$ cat config.mk
export PLATFORM = sky130hd
export DESIGN_NAME = mem_arbiter
export DESIGN_NICKNAME = d
export VERILOG_FILES = /design/src/rtl/mem_arbiter.sv
export SDC_FILE = /design/constraint.sdc
export NUM_CORES = 1
export LEC_CHECK = 0
export ABC_AREA = 1
export CAP_MARGIN = 10
export CORE_MARGIN = 8
export CORE_UTILIZATION = 37
export CTS_CLUSTER_SIZE = 14
export DETAILED_ROUTE_END_ITERATION = 7
export PLACE_DENSITY = 0.82
export SYNTH_ARGS = -nofsm -noshare
export SYNTH_HDL_FRONTEND = slang
export SYNTH_SLANG_ARGS = --single-unit
export TNS_END_PERCENT = 20
$ cat constraint.sdc
create_clock -name clk -period 1.25 [get_ports clk]
set_input_delay 0.1875 -clock clk [delete_from_list [all_inputs] [get_ports clk]]
set_output_delay 0.1875 -clock clk [all_outputs]
set_load 0.02 [all_outputs]
$ cat src/rtl/mem_arbiter.sv
// -----------------------------------------------------------------------------
// mem_arbiter
//
// Two-port round-robin arbiter in front of a single-ported synchronous memory.
// Each accepted request runs a fixed three-cycle sequence:
//   IDLE   : a request is accepted (reqN_ready pulses) and latched
//   ACCESS : the latched address/data/write-enable are presented to the memory
//   RESP   : rspN_valid pulses for the owning port; read data is forwarded
// so at most one operation completes every three cycles.
//
// Ports
//   clk, rst_n                 clock, synchronous active-low reset
//   reqN_valid/wr/addr/wdata   requester N access request (N = 0, 1)
//   reqN_ready                 requester N accepted this cycle (combinational)
//   rspN_valid                 one-cycle completion pulse to requester N
//   rsp_rdata                  shared read data, zero unless a read completes
//   mem_wr_en/addr/wdata       memory command, driven only during ACCESS
//   mem_rdata                  memory read data, valid one cycle after a read
// -----------------------------------------------------------------------------
module mem_arbiter #(
  parameter int unsigned ADDR_W = 8,
  parameter int unsigned DATA_W = 32
) (
  input  logic              clk,
  input  logic              rst_n,

  // Requester 0
  input  logic              req0_valid,
  output logic              req0_ready,
  input  logic              req0_wr,
  input  logic [ADDR_W-1:0] req0_addr,
  input  logic [DATA_W-1:0] req0_wdata,

  // Requester 1
  input  logic              req1_valid,
  output logic              req1_ready,
  input  logic              req1_wr,
  input  logic [ADDR_W-1:0] req1_addr,
  input  logic [DATA_W-1:0] req1_wdata,

  // Responses
  output logic              rsp0_valid,
  output logic              rsp1_valid,
  output logic [DATA_W-1:0] rsp_rdata,

  // Memory side
  output logic              mem_wr_en,
  output logic [ADDR_W-1:0] mem_addr,
  output logic [DATA_W-1:0] mem_wdata,
  input  logic [DATA_W-1:0] mem_rdata
);

  typedef enum logic [1:0] {
    StIdle   = 2'd0,
    StAccess = 2'd1,
    StResp   = 2'd2
  } state_e;

  state_e state_q, state_d;

  // Port that won the most recent acceptance; 1 out of reset so port 0 wins
  // the first tie.
  logic last_grant_q, last_grant_d;

  // Operation captured at acceptance. Requester inputs are ignored afterwards.
  logic              wr_q,    wr_d;
  logic [ADDR_W-1:0] addr_q,  addr_d;
  logic [DATA_W-1:0] wdata_q, wdata_d;
  logic              port_q,  port_d;

  // ---------------------------------------------------------------------------
  // Arbitration
  // ---------------------------------------------------------------------------
  logic gnt_any;
  logic gnt_port;
  logic accept;

  always_comb begin
    gnt_any  = req0_valid | req1_valid;
    gnt_port = 1'b0;
    if (req0_valid && req1_valid) begin
      // Tie: the port that did not win last time goes first.
      gnt_port = ~last_grant_q;
    end else if (req1_valid) begin
      gnt_port = 1'b1;
    end
  end

  // Valid is only looked at in IDLE, so a pulse that rises and falls while an
  // operation is in flight is never seen and issues nothing.
  assign accept = (state_q == StIdle) && gnt_any;

  // Selected requester fields, muxed by the grant.
  logic              sel_wr;
  logic [ADDR_W-1:0] sel_addr;
  logic [DATA_W-1:0] sel_wdata;

  always_comb begin
    if (gnt_port) begin
      sel_wr    = req1_wr;
      sel_addr  = req1_addr;
      sel_wdata = req1_wdata;
    end else begin
      sel_wr    = req0_wr;
      sel_addr  = req0_addr;
      sel_wdata = req0_wdata;
    end
  end

  // ---------------------------------------------------------------------------
  // State register (synchronous reset)
  // ---------------------------------------------------------------------------
  always_ff @(posedge clk) begin
    if (!rst_n) begin
      state_q      <= StIdle;
      last_grant_q <= 1'b1;
      wr_q         <= 1'b0;
      addr_q       <= '0;
      wdata_q      <= '0;
      port_q       <= 1'b0;
    end else begin
      state_q      <= state_d;
      last_grant_q <= last_grant_d;
      wr_q         <= wr_d;
      addr_q       <= addr_d;
      wdata_q      <= wdata_d;
      port_q       <= port_d;
    end
  end

  // ---------------------------------------------------------------------------
  // Next-state logic
  // ---------------------------------------------------------------------------
  always_comb begin
    state_d      = state_q;
    last_grant_d = last_grant_q;
    wr_d         = wr_q;
    addr_d       = addr_q;
    wdata_d      = wdata_q;
    port_d       = port_q;

    unique case (state_q)
      StIdle: begin
        if (accept) begin
          state_d      = StAccess;
          last_grant_d = gnt_port;
          wr_d         = sel_wr;
          addr_d       = sel_addr;
          wdata_d      = sel_wdata;
          port_d       = gnt_port;
        end
      end
      StAccess: state_d = StResp;
      StResp:   state_d = StIdle;
      default:  state_d = StIdle;
    endcase
  end

  // ---------------------------------------------------------------------------
  // Outputs
  // ---------------------------------------------------------------------------
  always_comb begin
    req0_ready = 1'b0;
    req1_ready = 1'b0;
    rsp0_valid = 1'b0;
    rsp1_valid = 1'b0;
    rsp_rdata  = '0;
    mem_wr_en  = 1'b0;
    mem_addr   = '0;
    mem_wdata  = '0;

    unique case (state_q)
      StIdle: begin
        req0_ready = accept & ~gnt_port;
        req1_ready = accept &  gnt_port;
      end
      StAccess: begin
        mem_wr_en = wr_q;
        mem_addr  = addr_q;
        mem_wdata = wdata_q;
      end
      StResp: begin
        rsp0_valid = ~port_q;
        rsp1_valid =  port_q;
        // Writes complete with zero data; reads forward the memory's
        // registered output, which is valid in this cycle.
        if (!wr_q) begin
          rsp_rdata = mem_rdata;
        end
      end
      default: ;
    endcase
  end

endmodule

=== Word-level counts from Yosys, hierarchy flattened ===
Index checks and enable logic that the tools add are counted.

* Multiplexer cells: 16
* Equal/unequal tests: 3
* Bitwise logic cells: 6
* Reduce and logical (&&, ||, !) cells: 4

{| class="wikitable"
|+ Operator list
! kind !! count
|-
| $mux W32 || 4
|-
| $mux W8 || 2
|-
| $mux W1 || 8
|-
| $pmux W2 S2 || 1
|-
| $not A1 Y1 || 3
|-
| $and A1 B1 Y1 || 2
|-
| $eq A2 B1 Y1 const B || 1
|-
| $eq A2 B2 Y1 const B || 1
|-
| $logic_and A1 B1 Y1 || 2
|-
| $logic_not A2 Y1 || 1
|-
| $mux W2 || 1
|-
| $ne A2 B2 Y1 const B || 1
|-
| $reduce_and A2 Y1 || 1
|-
| $or A1 B1 Y1 || 1
|}

* Output and inout port bits: 77
* Word-level logic and storage cells: 35
* Bits in registers: 45

=== Depth between registers and ports, before layout ===
Gate-level depths: netlist of run 1.

* Depth in word-level cells: 5
* Mapped depth: 7
* Depth with buffers taken out: 6

=== Worst setup path before layout of run 1 ===
No wires, ideal clock.

* Path type: flip-flop to output port
* Start: register state_q[1]
* End: output port rsp_rdata[10]
* Setup slack: -0.041 ns
* Arrival: 1.104 ns
* Data required time: 1.062 ns
* Cell stages (with the launch flop): 6
* Path buffers: 1
* Cells stage by stage: dfxtp_1 inv_1 nor2_1 clkinv_1 clkbuf_1 nor2_1

* Cells in the longest elaborated chain, start to end: 2

{| class="wikitable"
|+ RTL lines
! what !! RTL line !! source
|-
| from (decl) || 59 || <nowiki>state_e state_q, state_d;</nowiki>
|-
| from (signal assigned) || 115 || <nowiki>state_q <= StIdle;</nowiki>
|-
| from (signal assigned) || 122 || <nowiki>state_q <= state_d;</nowiki>
|-
| $eq A2 B2 Y1 || 172 || <nowiki>unique case (state_q)</nowiki>
|-
| $mux W32 || 172 ||
|-
| to (decl) || 44 || <nowiki>output logic [DATA_W-1:0] rsp_rdata,</nowiki>
|}

Every way passes these cells.

=== Worst setup path in the final report of run 1 ===
* Start: register state_q[1]
* End: output port rsp_rdata[9]

Same word-level chain as after synthesis.

==> results of run 1 <==
## metrics by stage
| stage | cells | hold slack [ps] | instance area [µm²] | utilization (%) |
|---|---|---|---|---|
| after floorplan | 539 | 272 | 2950 | - |
| after global placement | 815 | 453 | 5020 | 65.0 |
| after global routing | 827 | 480 | 5480 | 70.9 |
| after detailed placement | 815 | 457 | 5020 | 65.0 |
| final | 827 | 445 | 5480 | 70.9 |
| after CTS | 827 | 390 | 5280 | 68.3 |
## power groups by stage
| stage | Clock [mW] | Combinational (mW) | Sequential [mW] |
|---|---|---|---|
| 2_1_floorplan | 0 | 0.814 | 1.66 |
| 3_3_place_gp | 0 | 1.53 | 1.68 |
| 3_5_place_dp | 0 | 1.56 | 1.68 |
| 4_1_cts | 0.991 | 1.68 | 1.66 |
| 5_1_grt | 1.04 | 1.94 | 1.68 |
| 6_report | 0.960 | 1.77 | 1.66 |
## registers in the layout, summed over array words and instances, names as in the netlist
register	cells
addr_q	8
last_grant_q	1
port_q	1
state_q	2
wdata_q	32
wr_q	1
## Yosys cell counts
cell type | instances | share of area (%)
o21ai_0 | 1 | 0.17
buf_4 | 1 | 0.25
nor2_4 | 2 | 0.76
nor2_1 | 81 | 10
nand3_1 | 83 | 14
clkinv_2 | 1 | 0.17
inv_1 | 128 | 16
buf_2 | 12 | 2.0
dfxtp_1 | 45 | 31
clkbuf_1 | 22 | 2.8
nand2_1 | 120 | 15
a21oi_1 | 41 | 7.0
clkinv_1 | 2 | 0.25
## worst min path at each step
| stage | depth (start not counted) | slack, ps | startpoint | to |
|---|---|---|---|---|
| floorplan | 1 | 270 | rst_n | last_grant_q |
| global placement | 2 | 450 | wdata_q[20] | wdata_q[20] |
| detailed placement | 2 | 460 | wdata_q[26] | wdata_q[26] |
| CTS | 5 | 390 | req1_valid | port_q |
| global route | 2 | 480 | last_grant_q | last_grant_q |
| finish | 5 | 440 | req1_valid | port_q |
## routing by layer
layer / track usage (%) / routed length (µm) / up-vias
li1: - / - / 1953
met1: 22.3 / 4770 / 1772
met2: 38.4 / 6250 / 178
met3: 6.82 / 1090 / 26
met4: 4.79 / 267 / 2
met5: 0 / 10 / -
## worst max-delay path, delay by kind of cell (launching register included)
kind                   cells  cell delay (ps)
DFF                        1              360
and+or+nand+nor            2              240
buffers and inverters      4              510
## logic make-up after synthesis
kind of cell | Yosys count | synth area share [%]
AO/OA/AOI/OAI | 42 | 7.13
buffers and inverters | 166 | 21.8
flip-flops | 45 | 30.6
AND/OR/NAND/NOR | 286 | 40.5
## timing repair
action / 4_1_cts / 5_1_grt
hold buffers: 0 / 0
cloned: 4 / 0
resized for setup: 456 / 57
endpoints found under the setup margin: 119 / 119
hold endpoints to repair: 0 / 0
## cell type report
cell class	count	area, µm²
multi-input combinational	328	1660
sequential	45	907
inverter	131	500
clock buffer	7	96.3
timing repair buffer	213	2190
tap	102	128
fill	623	2250
clock inverter	1	5.00
==> results.py, run 1 <==
metrics = {
    "outcome": {
        "outcome": "finished with violations",
        "violations": "negative setup slack",
    },
    "detailed_routing": {
        "first_iter_violations": 135,
        "drc": 0,
        "wirelength_um": 12400,
        "wl_per_cell_um": 15.0,
        "antenna_left": 0,
        "vias": 3931,
        "drtPass1Iterations": 5,
        "vias_per_cell": 4.75,
    },
    "worst_setup_path": {
        "timing.rr.end": "wdata_q[27]",
        "worst_setup_path_start_kind": "flip-flop",
        "crit_fanout": 9,
        "r2r_start": "state_q[0]",
        "slowest_stage": "dfxtp_2",
        "r2r_cells": 7,
        "reg2reg_setup_slack_ps": 40,
        "path_class": "flip-flop to output port",
        "endpoint_kind": "output port",
        "crit_path_cell_trace": "inv_4 > nor2_4 > clkinv_4 > buf_12 > nor2_1 > buf_4",
        "startpoint": "state_q[1]",
        "required_ps": 1060,
        "cpPeakStageDelay_ps": 360,
        "crit_end": "rsp_rdata[9]",
        "crit_arrival_ps": 1410,
    },
    "logic_synthesis": {
        "syn_inst": 539,
        "seq_area_frac_synth_pct": 30.6,
        "syn-cell-area_um2": 2950,
        "ys_seq_elements": 45,
        "yosysWarningCount": 0,
        "synth.distinct_cells": 13,
        "syn_nets": 657,
        "syn_avg_cell_area_um2": 5.47,
    },
    "power_and_ir_drop": {
        "vdd_drop_max_uv": 400,
        "leakage_nw": 2.67,
        "clock_power_share_pct": 21.9,
        "p_seq_share_pct": 37.8,
        "swShare_pct": 33.3,
        "power_mw": 4.39,
        "p_comb_share_pct": 40.4,
        "internal_power_mw": 2.93,
        "powerDensity_nw_per_um2": 802,
        "power_switching_mw": 1.46,
    },
    "global_route": {
        "grt_pass1_vias": 3903,
        "grt_max_degree": 44,
        "grt_overflow": 0,
        "grt_pass1_wl_um": 19400,
        "grt_antenna_before_repair": 1,
        "grt.total_usage_pct": 20.8,
    },
    "finish": {
        "mostFrequentLayoutCells": "127 x inv_1, 119 x nand2_1, 115 x clkdlybuf4s50_1, 83 x nand3_1, 48 x buf_4",
        "area_growth_pct": 85.9,
        "final_common_cell": "inv_1",
        "insertedDiodeCount": 0,
        "layout-drive-gt1-share_pct": 22.5,
        "nNetsFinal": 842,
    },
    "sta": {
        "fin_skew_ps": 3.77,
        "final.setup.tns_ps": -15560,
        "slew_violations": 0,
        "max_freq_ghz": 0.627,
        "rsz0062_at_grt": "true",
        "slew-limit-headroom_pct": 79.4,
        "setup_ws_ps": -346,
        "post-route-period-util_pct": 128,
        "fin_crit_ps": 1600,
        "hold_viol_final": 0,
        "tightest_slew_ps": 309,
        "setup_viol": 77,
    },
    "cts": {
        "clk_pin_slew_ps": 80,
        "root_buffer": "clkbuf_8",
        "cts_buffer_depth": 2,
        "clkLatencyLatePin_ps": 290,
        "cts_setup_buffers": 0,
        "htreeDepth": 2,
        "cts_tree": "built",
        "clock_sinks": 45,
        "cts_buffers": 5,
    },
    "die": {
        "die_h_um": 105,
        "ios": 195,
        "dieArea_um2": 11100,
        "die_w_um": 105,
        "initial_utilization_pct": 38.1,
        "core_um2": 7730,
        "rows": 32,
    },
    "placement": {
        "portBuffers": 194,
        "dp.final_hpwl_um": 8680,
        "place_ws_ps": -666,
        "finalWeightedCongestion": 0.808,
    },
    "min_path": {
        "hold_path_class": "input port to flip-flop",
    },
    "run": {
        "drv_cap": 0,
    },
}
(Power assumes the default switching activity.)
==> inputs of run 2 (changes only) <==
==> constraint.sdc (replaced) <==
create_clock -name clk -period 1.5 [get_ports clk]
set_input_delay 0.225 -clock clk [delete_from_list [all_inputs] [get_ports clk]]
set_output_delay 0.225 -clock clk [all_outputs]
set_load 0.02 [all_outputs]
==> results.py, run 2 (synthesis results as in run 1) <==
metrics = {
    "outcome": {
        "outcome": "finished with violations",
        "violations": "negative setup slack",
    },
    "worst_setup_path": {
        "crit_fanout": 8,
        "endpoint_kind": "output port",
        "path_class": "flip-flop to output port",
        "cp_num_buf_inv": 4,
        "worst_setup_path_start_kind": "flip-flop",
        "path_delay_family": "buffers and inverters",
        "required_ps": 1270,
        "crit_arrival_ps": 1440,
        "slowest_stage": "dfxtp_2",
        "cpPeakStageDelay_ps": 350,
        "crit_path_cell_trace": "inv_4 > nor2_4 > clkinv_4 > buf_16 > nor2_2 > buf_6",
    },
    "cts": {
        "cts_buffer_depth": 2,
        "cts_tree": "built",
        "cts_buffers": 5,
        "htreeDepth": 2,
        "clkLatencyLatePin_ps": 290,
        "clk_pin_slew_ps": 80,
        "clock_sinks": 45,
        "root_buffer": "clkbuf_8",
        "postCtsHoldBufs": 0,
    },
    "finish": {
        "seqCellArea_um2": 906,
        "largest_reg_flops": 32,
        "final_common_cell": "inv_1",
        "area_growth_pct": 83.7,
        "fin_util_pct": 70.0,
        "insertedDiodeCount": 0,
        "largest_register": "wdata_q",
        "final_cell_area_um2": 5410,
        "top_regs": "wdata_q (32), addr_q (8), state_q (2)",
        "layout-drive-gt1-share_pct": 22.4,
        "fillers": 634,
        "multiInputGateArea_um2": 1650,
        "stdcell_count": 826,
        "nNetsFinal": 841,
        "mostFrequentLayoutCells": "127 x inv_1, 119 x nand2_1, 115 x clkdlybuf4s50_1, 83 x nand3_1, 50 x buf_4",
    },
    "detailed_routing": {
        "highest_layer": "met5",
        "first_iter_violations": 217,
        "wl_per_cell_um": 15.3,
        "drtPass1Iterations": 4,
        "wirelength_um": 12700,
        "antenna_left": 0,
        "wl_met2_um": 6690,
        "drc": 0,
        "vias": 3901,
        "wl_met1_um": 4860,
        "vias_per_cell": 4.72,
        "wl_met3_um": 1020,
    },
    "sta": {
        "setup_ws_ps": -161,
        "rsz0062_at_grt": "true",
        "max_freq_ghz": 0.602,
        "fin_crit_ps": 1660,
        "fin_skew_ps": 3.73,
        "slew-limit-headroom_pct": 70.5,
        "final.setup.tns_ps": -3730,
        "tightest_slew_ps": 443,
        "post-route-period-util_pct": 111,
        "slew_violations": 0,
        "hold_viol_final": 0,
        "setup_viol": 34,
        "worst_hold_slack_ps": 424,
    },
    "global_route": {
        "grt_antenna_before_repair": 1,
        "grt_pass1_vias": 3768,
        "grt_overflow": 0,
        "grt.total_usage_pct": 20.1,
        "grt_pass1_wl_um": 18900,
        "grt_max_degree": 44,
    },
    "power_and_ir_drop": {
        "power_mw": 3.52,
        "powerDensity_nw_per_um2": 651,
        "leakage_nw": 2.64,
        "vdd_drop_max_uv": 352,
    },
    "run": {
        "drv_cap": 0,
    },
    "placement": {
        "place_inst": 814,
        "dpl_cell_area_um2": 5010,
        "finalWeightedCongestion": 0.789,
        "portBuffers": 194,
        "place_ws_ps": -495,
        "dp.final_hpwl_um": 8660,
    },
    "die": {
        "initial_utilization_pct": 38.1,
        "rows": 32,
        "die_h_um": 105,
        "ios": 195,
        "die_w_um": 105,
        "dieArea_um2": 11100,
        "core_um2": 7730,
    },
    "min_path": {
        "hold_path_class": "input port to flip-flop",
    },
}
## run 2: changes by cell type in the layout (fill, tap and decap cells not counted), sizes merged
cell    before  now
clkinv       4    5
buf         97   95
## run 2: worst register-to-register path, delay by kind of cell (launching register included)
family,cells,cell delay (ps)
buffers and inverters,2,470
AO/OA/AOI/OAI,1,150
flip-flops,1,340
AND/OR/NAND/NOR,3,370
## run 2: path summary, 6_finish.rpt
path	to	start	slack, ps	cells past startpoint
worst max-delay path	rsp_rdata[23]	state_q[1]	-160	6
worst min-delay path	port_q	req1_valid	420	5
worst max register to register	wdata_q[3]	state_q[1]	100	6
worst min register to register	addr_q[2]	addr_q[2]	470	2
## run 2: metal layers
layer	up-vias	GRT usage (%)
li1	1949	-
met1	1787	21.7
met2	153	38.1
met3	10	6.39
met4	2	2.14
met5	-	0
## run 2: power breakdown
part	internal (mW)	switching (mW)	leakage [nW]
Clock	0.323	0.379	0.0450
Combinational	0.674	0.765	2.22
Sequential	1.31	0.0678	0.373
Total	2.31	1.21	2.64
## run 2: cell type report
type / count / area share (%)
inverter: 131 / 9.25
clock buffer: 6 / 1.34
timing repair buffer: 212 / 39.6
sequential: 45 / 16.7
multi-input combinational: 328 / 30.5
clock inverter: 2 / 0.185
tap: 102 / 2.36
## run 2: repair_timing
action,in CTS,in global routing
pin swaps,0,1
resized for setup,402,101
setup buffers,0,0
cloned,3,1
setup endpoints to repair,77,104
